`src/rtl/mult_seq_ctrl.sv`:
```
`default_nettype none
// ============================================================================
// mult_seq_ctrl : control FSM for the 8x8 multiplier built on one 4x4 unit
// Revision 1.0
// ============================================================================
module mult_seq_ctrl #(
  parameter bit DONE_PULSE  = 1'b0,
  parameter bit ERR_RESTART = 1'b1
) (
  input  logic       clk,
  input  logic       sclr,
  input  logic       start,
  output logic [1:0] input_sel,
  output logic [1:0] shift_sel,
  output logic       clk_ena,
  output logic       acc_sclr_n,
  output logic       busy,
  output logic       done,
  output logic [2:0] state_out
);

  localparam logic [2:0] S_IDLE      = 3'b000;
  localparam logic [2:0] S_LSB       = 3'b001;
  localparam logic [2:0] S_MID       = 3'b010;
  localparam logic [2:0] S_MSB       = 3'b011;
  localparam logic [2:0] S_CALC_DONE = 3'b100;
  localparam logic [2:0] S_ERR       = 3'b101;

  logic [2:0] state;
  logic [2:0] state_nxt;
  logic [1:0] cnt;
  logic [1:0] cnt_nxt;
  logic       done_seen;
  logic       accept;
  logic       in_calc;

  assign in_calc = (state == S_LSB) || (state == S_MID) || (state == S_MSB);
  assign accept  = start && ((state == S_IDLE) || (state == S_CALC_DONE) ||
                             ((state == S_ERR) && ERR_RESTART));

  always_comb begin
    state_nxt = state;
    cnt_nxt   = cnt;
    case (state)
      S_IDLE, S_CALC_DONE, S_ERR: begin
        if (accept) begin
          state_nxt = S_LSB;
          cnt_nxt   = 2'd0;
        end
      end
      S_LSB: begin
        state_nxt = S_MID;
        cnt_nxt   = 2'd1;
      end
      S_MID: begin
        // MID covers two partial products: the two cross terms share <<4
        if (cnt == 2'd1) begin
          state_nxt = S_MID;
          cnt_nxt   = 2'd2;
        end else begin
          state_nxt = S_MSB;
          cnt_nxt   = 2'd3;
        end
      end
      S_MSB: begin
        state_nxt = S_CALC_DONE;
        cnt_nxt   = 2'd0;
      end
      default: begin
        state_nxt = S_IDLE;
        cnt_nxt   = 2'd0;
      end
    endcase
    // A new request while a product is in flight abandons it
    if (in_calc && start) begin
      state_nxt = S_ERR;
      cnt_nxt   = 2'd0;
    end
  end

  always_ff @(posedge clk) begin
    if (sclr) begin
      state     <= S_IDLE;
      cnt       <= 2'd0;
      done_seen <= 1'b0;
    end else begin
      state     <= state_nxt;
      cnt       <= cnt_nxt;
      done_seen <= (state == S_CALC_DONE);
    end
  end

  always_comb begin
    input_sel = 2'b00;
    shift_sel = 2'b00;
    case (state)
      S_LSB: begin
        input_sel = 2'b00;
        shift_sel = 2'b00;
      end
      S_MID: begin
        input_sel = (cnt == 2'd1) ? 2'b01 : 2'b10;
        shift_sel = 2'b01;
      end
      S_MSB: begin
        input_sel = 2'b11;
        shift_sel = 2'b10;
      end
      default: begin
        input_sel = 2'b00;
        shift_sel = 2'b00;
      end
    endcase
  end

  assign clk_ena    = in_calc && !sclr;
  assign acc_sclr_n = !(sclr || accept);
  assign busy       = in_calc;
  assign done       = (state == S_CALC_DONE) && (!DONE_PULSE || !done_seen);
  assign state_out  = state;

endmodule
`default_nettype wire

```
`config.mk`:
```
export PLATFORM = sky130hd
export DESIGN_NAME = mult_seq_ctrl
export DESIGN_NICKNAME = d
export VERILOG_FILES = /design/src/rtl/mult_seq_ctrl.sv
export SDC_FILE = /design/constraint.sdc
export NUM_CORES = 1
export LEC_CHECK = 0
export ABC_AREA = 1
export BUFFER_PORTS_ARGS = -buffer_cell sky130_fd_sc_hd__clkbuf_2
export CELL_PAD_IN_SITES_DETAIL_PLACEMENT = 0
export CELL_PAD_IN_SITES_GLOBAL_PLACEMENT = 1
export CORE_AREA = 2 2 39 41
export CTS_BUF_LIST = sky130_fd_sc_hd__clkbuf_4 sky130_fd_sc_hd__clkbuf_8
export DETAILED_ROUTE_END_ITERATION = 7
export DIE_AREA = 0 0 41 43
export GPL_ROUTABILITY_DRIVEN = 0
export GPL_TIMING_DRIVEN = 0
export PLACE_DENSITY_LB_ADDON = 0.1
export SETUP_SLACK_MARGIN = 0.02
export SKIP_LAST_GASP = 1
export SYNTH_ARGS = -nofsm -noshare
export SYNTH_HDL_FRONTEND = slang
export SYNTH_SLANG_ARGS = --single-unit
```
`constraint.sdc`:
```
create_clock -name clk -period 1.1 [get_ports clk]
set_clock_uncertainty 0.1 [all_clocks]
set_input_delay 0.22 -clock clk [delete_from_list [all_inputs] [get_ports clk]]
set_output_delay 0.22 -clock clk [all_outputs]
set_load 0.01 [all_outputs]
```
==> impl.org, run 1 <==
** CTS
- In this run the number of H-tree levels came out at 1.
- Register clock-pin slew on the reported worst setup and hold paths :: 50 ps
- Number of buffers inserted during clock tree synthesis :: 3
- Root Buffer :: sky130_fd_sc_hd__clkbuf_4
- Number of clock sinks seen by CTS :: 5
- No sink is reached through more buffers than the 2 on the longest clock path.
- CTS tree :: built
- At the later pin of the worst-skew pair, clock insertion delay measures 250 ps.

** Critical path
- The worst setup path is captured at an output port.
- For the worst setup path, the data arrival time is 1070 ps.
- Worst R2R Path Depth :: 6
- In this run the worst path has a maximum fanout of 4.
- CP Data Required Time :: 780 ps
- STA classifies the critical path startpoint as a flop.
- Critical path class :: reg -> out

** Floorplan
- Once the floorplan was initialized, standard cells occupied 23.0% of the core.
- Placement row count :: 14
- Die width :: 41 microns
- Core footprint :: 0.00138 sq mm
- 14 I/O pins were placed.
- Area of the die :: 0.00176 sq mm
- Measured along the y axis, the die boundary spans 43 microns.

** Finish
- 0 antenna diodes ended up in the layout.
- The library cells used most frequently in the layout, excluding fill and tap cells, are sky130_fd_sc_hd__nand2_1 (12), sky130_fd_sc_hd__inv_1 (9), sky130_fd_sc_hd__clkbuf_2 (7), sky130_fd_sc_hd__nand3_1 (6), sky130_fd_sc_hd__buf_2 (5).
- Layout Utilization :: 38.3%
- The filler cells instantiated in the layout total 158.
- Layout overhead on the synthesized area :: 66.9%
- Leaving out fill and tap cells, the most frequent cell in the layout is sky130_fd_sc_hd__nand2_1.
- Final std cells w/o fill :: 89
- Layout Nets :: 77
- The post-route netlist has 49.3% of its cells at a drive strength greater than 1.

** Global routing
- Entering global routing, the biggest net connects 9 pins.
- Global-route wire length before repair :: 1.35 mm
- Number of antenna violations at the first check in global routing :: 0
- Summed over all layers, the global routing overflow is 0.
- The number of global-route vias before repair is 338.
- Global routing used 11.5% of the available tracks.

** Route
- The detail route stage leaves a number of antenna-violating nets equal to 0.
- Routed wire length per instance :: 9.51 microns
- Vias per cell :: 4.37
- Overall via count from detail_route :: 389
- Router iterations before antenna repair :: 4
- For this run, design rule violations remaining after detail routing come to 0.
- Final WL :: 846 microns
- For this block, the initial DRC count from the detailed router was 2.

** Outcome
- The checks that failed: negative setup slack.
- Result of the run :: finished, violations left

** Job
- MaxCap Viol Count :: 0

** Timing
- Fmax :: 721 MHz
- The smallest clock period supported by the final layout is computed as 1390 ps.
- The max-slew violation count was 0.
- After layout, the worst setup slack is -287 ps.
- The final count of hold timing violations is 0.
- Max-slew headroom at the worst pin :: 87.8%
- Setup repair after global routing could not meet its margin everywhere.
- Setup violations remaining at the end of the flow were counted as 8.
- Share of the clock period used by the worst path after layout :: 126%
- Setup TNS Final :: -2130 ps
- Tightest Pin Transition :: 183 ps

** Synthesis
- Number of register bits inferred by synthesis :: 5
- Each instance of the synthesized netlist takes up on average 6.00 sq um.
- Warnings from Yosys :: 0
- Cell area after synthesis :: 318 sq um
- In the synthesized netlist, the number of instances is 53.
- Register area share after synthesis :: 31.5%
- The netlist uses 11 different library cells.
- Counting every net in the synthesized netlist gives 56.

** Power and ir drop
- For this design the static power due to leakage is 0.000299 uW.
- The worst-case IR drop observed on VDD is 0.00112 V.
- Dividing total power by cell area gives a power density of 2380 mW/mm^2.

** Placed design
- During placement, the flow inserted port buffers numbering 13.
- # placed instances :: 82
- At the placement stage, the worst setup path has a slack of -102 ps.
- HPWL Detailed :: 677 microns

** Min path
- The worst hold path was traced through 2 stages.
- Type of the tightest min-delay check :: in -> reg
[logic make-up (layout without fill, tap and decap cells)]
kind of cell,Yosys count,after routing,share of synthesized area [%]
buf+inv,13,33,15.4
simple gates,31,31,46.8
flops,5,5,31.5
compound gates,4,4,6.30
[metrics by stage]
stage	hold WS, ps	area (sq um)	total power, uW
CTS	82.7	489	1190
global route	86.2	531	1380
floorplan	185	334	684
global placement	333	419	871
finish	74.9	531	1260
detailed placement	341	419	867
[cell usage after synthesis]
master | number | share of area, %
sky130_fd_sc_hd__nand3_1 | 6 | 9.4
sky130_fd_sc_hd__nor2_2 | 2 | 3.9
sky130_fd_sc_hd__a21oi_1 | 4 | 6.3
sky130_fd_sc_hd__inv_1 | 9 | 11
sky130_fd_sc_hd__nand2_1 | 14 | 17
sky130_fd_sc_hd__dfxtp_1 | 5 | 31
sky130_fd_sc_hd__nand3_2 | 2 | 6.3
sky130_fd_sc_hd__nand2_2 | 1 | 2.0
sky130_fd_sc_hd__nor2_1 | 4 | 4.7
sky130_fd_sc_hd__nand4_1 | 2 | 3.9
sky130_fd_sc_hd__inv_2 | 4 | 4.7
[power by group]
part	switching [uW]	internal, uW
sequential	73.7	248
clock	76.5	162
combinational	410	294
total	561	703
[layout make-up]
cell class / count / area (sq um) / share of cell area [%]
Sequential cell: 5 / 109 / 20.5
Timing Repair Buffer: 16 / 97.6 / 18.4
Clock buffer: 4 / 30.0 / 5.66
Inverter: 13 / 56.3 / 10.6
Multi-Input combinational cell: 35 / 218 / 41.0
Tap cell: 16 / 20.0 / 3.77
[critical path, stage by stage, from the launching register on]
cell                       delay, ps
sky130_fd_sc_hd__dfxtp_4         370
sky130_fd_sc_hd__nor2_4          150
sky130_fd_sc_hd__nand2_1         110
sky130_fd_sc_hd__nand2_1          80
sky130_fd_sc_hd__clkbuf_2        120
[flip-flops by register name (all words and copies together), names as in the netlist]
| signal | cells |
|---|---|
| state_out | 3 |
| cnt | 2 |
[worst paths after layout]
check | startpoint | slack, ps | to
worst min-delay path | sclr | 70 | state_out[2]$_SDFFE_PP0P_
worst max register to register | state_out[2]$_SDFFE_PP0P_ | 10 | cnt[0]$_SDFFE_PP0P_
worst max-delay path | state_out[2]$_SDFFE_PP0P_ | -290 | input_sel[1]
worst min register to register | cnt[1]$_SDFFE_PP0P_ | 390 | cnt[1]$_SDFFE_PP0P_
[timing repair]
item / in CTS / in global routing
setup endpoints to repair: 10 / 15
pin swaps: 4 / 4
setup buffers: 3 / 0
resized for setup: 6 / 14
hold buffers: 0 / 0
[per-layer routing]
layer  track usage (%)  wire, microns
met4              4.00             10
met1              14.1            371
met5                 0              0
met3              6.28             59
met2              16.6            404
No activity file was read; power rests on OpenSTA's default activity.
==> run 2, diff against run 1 <==
ABC_AREA = 0   (was 1)
CELL_PAD_IN_SITES_DETAIL_PLACEMENT = unset   (was 0)
CELL_PAD_IN_SITES_GLOBAL_PLACEMENT = unset   (was 1)
PLACE_DENSITY_LB_ADDON = unset   (was 0.1)
RECOVER_POWER = 100   (was unset)
==> impl.org, run 2 <==
** Power and ir drop
- Worst voltage drop across the vdd grid :: 0.000728 V (was 0.00112 V)
- Standby leakage power :: 0.000281 uW (was 0.000299 uW)
- The total power density per cell area was 1060 mW/mm^2 (was 2380 mW/mm^2).

** Floorplan
- Area of the die :: 0.00176 sq mm (unchanged)
- Die height :: 43 microns (unchanged)
- The die boundary width was 41 microns (unchanged).
- The placement row count is 14 (unchanged).
- The core footprint was 0.00138 sq mm (unchanged).
- The I/O pin total was 14 (unchanged).
- The initial standard-cell utilization of the core came to 25.5% (was 23.0%).

** Synthesis
- Number of enable flip-flop cells after synthesis :: 0 (unchanged)
- The top flip-flop cell by instance count after synthesis is sky130_fd_sc_hd__dfxtp_1 (unchanged).
- The post-synth design cell area came to 353 sq um (was 318 sq um).
- Top cell types by occurrence after synthesis: sky130_fd_sc_hd__nor2_1 (8), sky130_fd_sc_hd__dfxtp_1 (5), sky130_fd_sc_hd__buf_6 (3) (was sky130_fd_sc_hd__nand2_1 (14), sky130_fd_sc_hd__inv_1 (9), sky130_fd_sc_hd__nand3_1 (6), sky130_fd_sc_hd__dfxtp_1 (5)).
- Number of register bits inferred by synthesis :: 5 (unchanged)
- Synthesized instance count :: 43 (was 53)
- Top area cells in the synthesized netlist :: sky130_fd_sc_hd__dfxtp_1 (28%), sky130_fd_sc_hd__buf_6 (9.6%), sky130_fd_sc_hd__nor2_1 (8.5%), sky130_fd_sc_hd__o41ai_2 (4.6%), sky130_fd_sc_hd__a2111oi_2 (4.3%) (was sky130_fd_sc_hd__dfxtp_1 (31%), sky130_fd_sc_hd__nand2_1 (17%), sky130_fd_sc_hd__inv_1 (11%), sky130_fd_sc_hd__nand3_1 (9.4%), sky130_fd_sc_hd__a21oi_1 (6.3%))
- Fraction of registers with async set/reset :: 0% (unchanged)
- Number of distinct library cell variants in the gate-level netlist after synthesis :: 23 (was 11)
- The largest area contributor in the netlist was sky130_fd_sc_hd__dfxtp_1 (unchanged).
- Mean Syn Cell Area :: 8.21 sq um (was 6.00 sq um)
- The top-area cell type share of the netlist area is 28.4% (was 31.5%).
- Warnings from Yosys :: 0 (unchanged)
- Register area share after synthesis :: 28.4% (was 31.5%)
- The most used standard cell by instance count after synthesis is sky130_fd_sc_hd__nor2_1 (was sky130_fd_sc_hd__nand2_1).
- Net count after synthesis :: 46 (was 56)

** Finish
- The total number of nets in the final design is 73 (was 77).
- Layout overhead on the synthesized area :: 89.4% (was 66.9%)
- The layout cell share with drive strength beyond 1 was 72.5% (was 49.3%).
- The most frequent standard cell in the layout excluding fill and tap cells is sky130_fd_sc_hd__buf_4 (was sky130_fd_sc_hd__nand2_1).
- The number of cells in the finished layout apart from fillers came to 85 (was 89).
- Antenna diode instance count :: 0 (unchanged)
- The number of flip-flops in the largest register came to 3 (unchanged).
- The number of fill cells in the layout came to 135 (was 158).
- Commonest non-fill, non-tap cells in the layout :: sky130_fd_sc_hd__buf_4 (8), sky130_fd_sc_hd__buf_6 (7), sky130_fd_sc_hd__buf_2 (6) (was sky130_fd_sc_hd__nand2_1 (12), sky130_fd_sc_hd__inv_1 (9), sky130_fd_sc_hd__clkbuf_2 (7), sky130_fd_sc_hd__nand3_1 (6), sky130_fd_sc_hd__buf_2 (5))

** Route
- The number of DRC violations after detailed routing was 0 (unchanged).
- Router iterations before antenna repair :: 5 (was 4)
- Vias per cell :: 4.65 (was 4.37)
- The iteration-0 DRC count of the detailed router came to 11 (was 2).
- Routed wire length per instance :: 10.9 microns (was 9.51 microns)
- The via count came to 395 (was 389).
- The number of routed nets with antenna violations was 0 (unchanged).
- Final WL :: 925 microns (was 846 microns)

** Global routing
- The maximum number of pins on one net before global-route repair was 11 (was 9).
- The number of antenna violations at the first check in global routing is 0 (unchanged).
- The number of global-route vias before repair was 327 (was 338).
- The final global-route overflow total was 0 (unchanged).
- Global-route wire length before repair :: 1.37 mm (was 1.35 mm)
- Overall Global Routing Usage :: 11.9% (was 11.5%)

** CTS
- The clock latency on the worst-skew pair came to 240 ps (was 250 ps).
- The clock input transition at the sequential cells of the worst setup and hold paths came to 50 ps (about the same).
- The maximum number of buffers from clock root to sink was 2 (unchanged).
- The number of clock buffers inserted by TritonCTS is 3 (unchanged).
- CTS tree :: built (unchanged)
- The H-tree depth reported by CTS came to 1 (unchanged).
- The number of sinks handled by clock tree synthesis was 5 (unchanged).
- Root Buffer :: sky130_fd_sc_hd__clkbuf_4 (unchanged)

** Critical path
- Cell breakdown of the critical path :: buf_6 -> nor2b_4 -> nor3b_2 -> nor2_1 -> clkbuf_2 (was nor2_4 -> nand2_1 -> nand2_1 -> clkbuf_2)
- The family of cells with the greatest summed delay on the critical path is flip-flops (unchanged).
- Critical path class :: reg -> out (unchanged)
- The total buffers and inverters traversed by the critical path is 2 (was 1).
- Startpoint of the worst register-to-register path :: state_out[2]$_SDFFE_PP0P_ (unchanged)
- Data arrival, critical path :: 1140 ps (was 1070 ps)
- The slack of the worst reg-to-reg path is -170 ps (was 10 ps).
- The longest individual stage delay on the worst path was 320 ps (was 370 ps).
- The number of cells on the worst reg-to-reg path was 5 (was 6).
- Largest fanout on the critical path :: 7 (was 4)
- CP Data Required Time :: 780 ps (about the same)
- Reg-to-reg critical path endpoint :: state_out[0]$_SDFFE_PP0P_ (was cnt[0]$_SDFFE_PP0P_)
- The slowest cell on the critical path was sky130_fd_sc_hd__dfxtp_2 (was sky130_fd_sc_hd__dfxtp_4).
- The endpoint class of the critical path is an output port (unchanged).
- The kind of launch point of the worst setup path was a flop (unchanged).

** Timing
- Share of the clock period used by the worst path after layout :: 133% (was 126%)
- The tightest slew margin relative to the limit is 65.8% (was 87.8%).
- Setup slack after layout :: -363 ps (was -287 ps)
- RSZ-0062 raised after global routing: yes (unchanged).
- Max-slew violation count :: 0 (unchanged)
- The final count of negative-setup-slack endpoints came to 13 (was 8).
- The minimum clock period after layout came to 1460 ps (was 1390 ps).
- Tightest Pin Transition :: 513 ps (was 183 ps)
- Hold violation count in the final report :: 0 (unchanged)
- Fmax :: 684 MHz (was 721 MHz)

** Placed design
- The post-place setup slack was -164 ps (was -102 ps).
- The cell count after placement was 70 (was 82).
- The count of buffers from port buffering is 11 (was 13).
- The estimated wirelength of the detail-placed design was 552 microns (was 677 microns).

** Min path
- The type of the tightest min-delay check was in -> reg (unchanged).
- End point of the worst hold path :: state_out[1]$_SDFFE_PP0P_ (was state_out[2]$_SDFFE_PP0P_)
- The hold path startpoint is start (was sclr).
- Hold Path Depth :: 2 (unchanged)

** Outcome
- Failing checks :: negative setup slack (unchanged)
- Result of the run: finished, violations left (unchanged).

** Job
- MaxCap Viol Count :: 0 (unchanged)
## run 2: cell count changes after synthesis, sizes merged, moves of 3 or more
cell,before,now
buf,0,4
nand2,15,2
nand3,8,0
nand2b,0,3
inv,13,2
## run 2: cell type report
type | count | area, sq um | share of cell area (%)
tap | 16 | 20.0 | 3.00
inverter | 2 | 12.5 | 1.87
buffer | 5 | 46.3 | 6.93
multi-input combinational | 31 | 294 | 44.0
sequential | 5 | 104 | 15.5
timing repair buffer | 22 | 161 | 24.2
clock buffer | 4 | 30.0 | 4.49
## run 2: worst max path at each step
stage	start	endpoint	slack, ps	depth (start not counted)
after global routing	state_out[0]$_SDFFE_PP0P_	acc_sclr_n	-470	5
after detailed placement	state_out[0]$_SDFFE_PP0P_	acc_sclr_n	-160	5
after CTS	state_out[0]$_SDFFE_PP0P_	acc_sclr_n	-370	5
after floorplan	state_out[0]$_SDFFE_PP0P_	acc_sclr_n	-60	4
after global placement	state_out[0]$_SDFFE_PP0P_	acc_sclr_n	-160	5
final	state_out[0]$_SDFFE_PP0P_	acc_sclr_n	-360	5
## run 2: metrics by stage
stage | hold WS [ps] | util, % | TNS, ps | power (uW) | area [sq um]
6_report | 197 | 48.3 | -3170 | 705 | 668
5_1_grt | 208 | 48.3 | -4060 | 760 | 668
4_1_cts | 190 | 42.0 | -2970 | 660 | 582
3_5_place_dp | 398 | 33.8 | -715 | 374 | 468
3_3_place_gp | 390 | 33.8 | -615 | 372 | 468
2_1_floorplan | 372 | - | -141 | 335 | 393
## run 2: logic make-up (layout without fill, tap and decap cells)
family / Yosys count / in the layout / share of synthesized area, %
and+or+nand+nor: 21 / 21 / 33.0
AOI/OAI and AO/OA: 9 / 9 / 22.0
buffers and inverters: 7 / 33 / 14.2
DFF: 5 / 5 / 28.4
xor gates and xnor gates: 1 / 1 / 2.48
## run 2: layer usage
| layer | vias up | wire, microns | GRT usage (%) |
|---|---|---|---|
| li1 | 200 | - | - |
| met1 | 182 | 401 | 13.5 |
| met2 | 13 | 453 | 17.5 |
| met3 | 0 | 70 | 7.85 |
| met4 | 0 | 0 | 4.00 |
| met5 | - | 0 | 0 |
## run 2: worst register-to-register path, stage by stage (launching register included)
cell,delay (ps)
sky130_fd_sc_hd__dfxtp_2,320
sky130_fd_sc_hd__buf_6,130
sky130_fd_sc_hd__buf_4,130
sky130_fd_sc_hd__buf_4,150
sky130_fd_sc_hd__nor3b_1,140
sky130_fd_sc_hd__a2111oi_2,190
## run 2: power breakdown
group          total [uW]  switching, uW  internal [uW]
logic                 266            127            138
registers             202           7.29            194
clock network         238           76.1            162
total                 705            211            494
## run 2: timing repair
item                       CTS  global route
buffers inserted             8             4
pin swaps                    2             5
resized for setup            6            20
hold buffers                 0             0
setup endpoints to repair   11            14
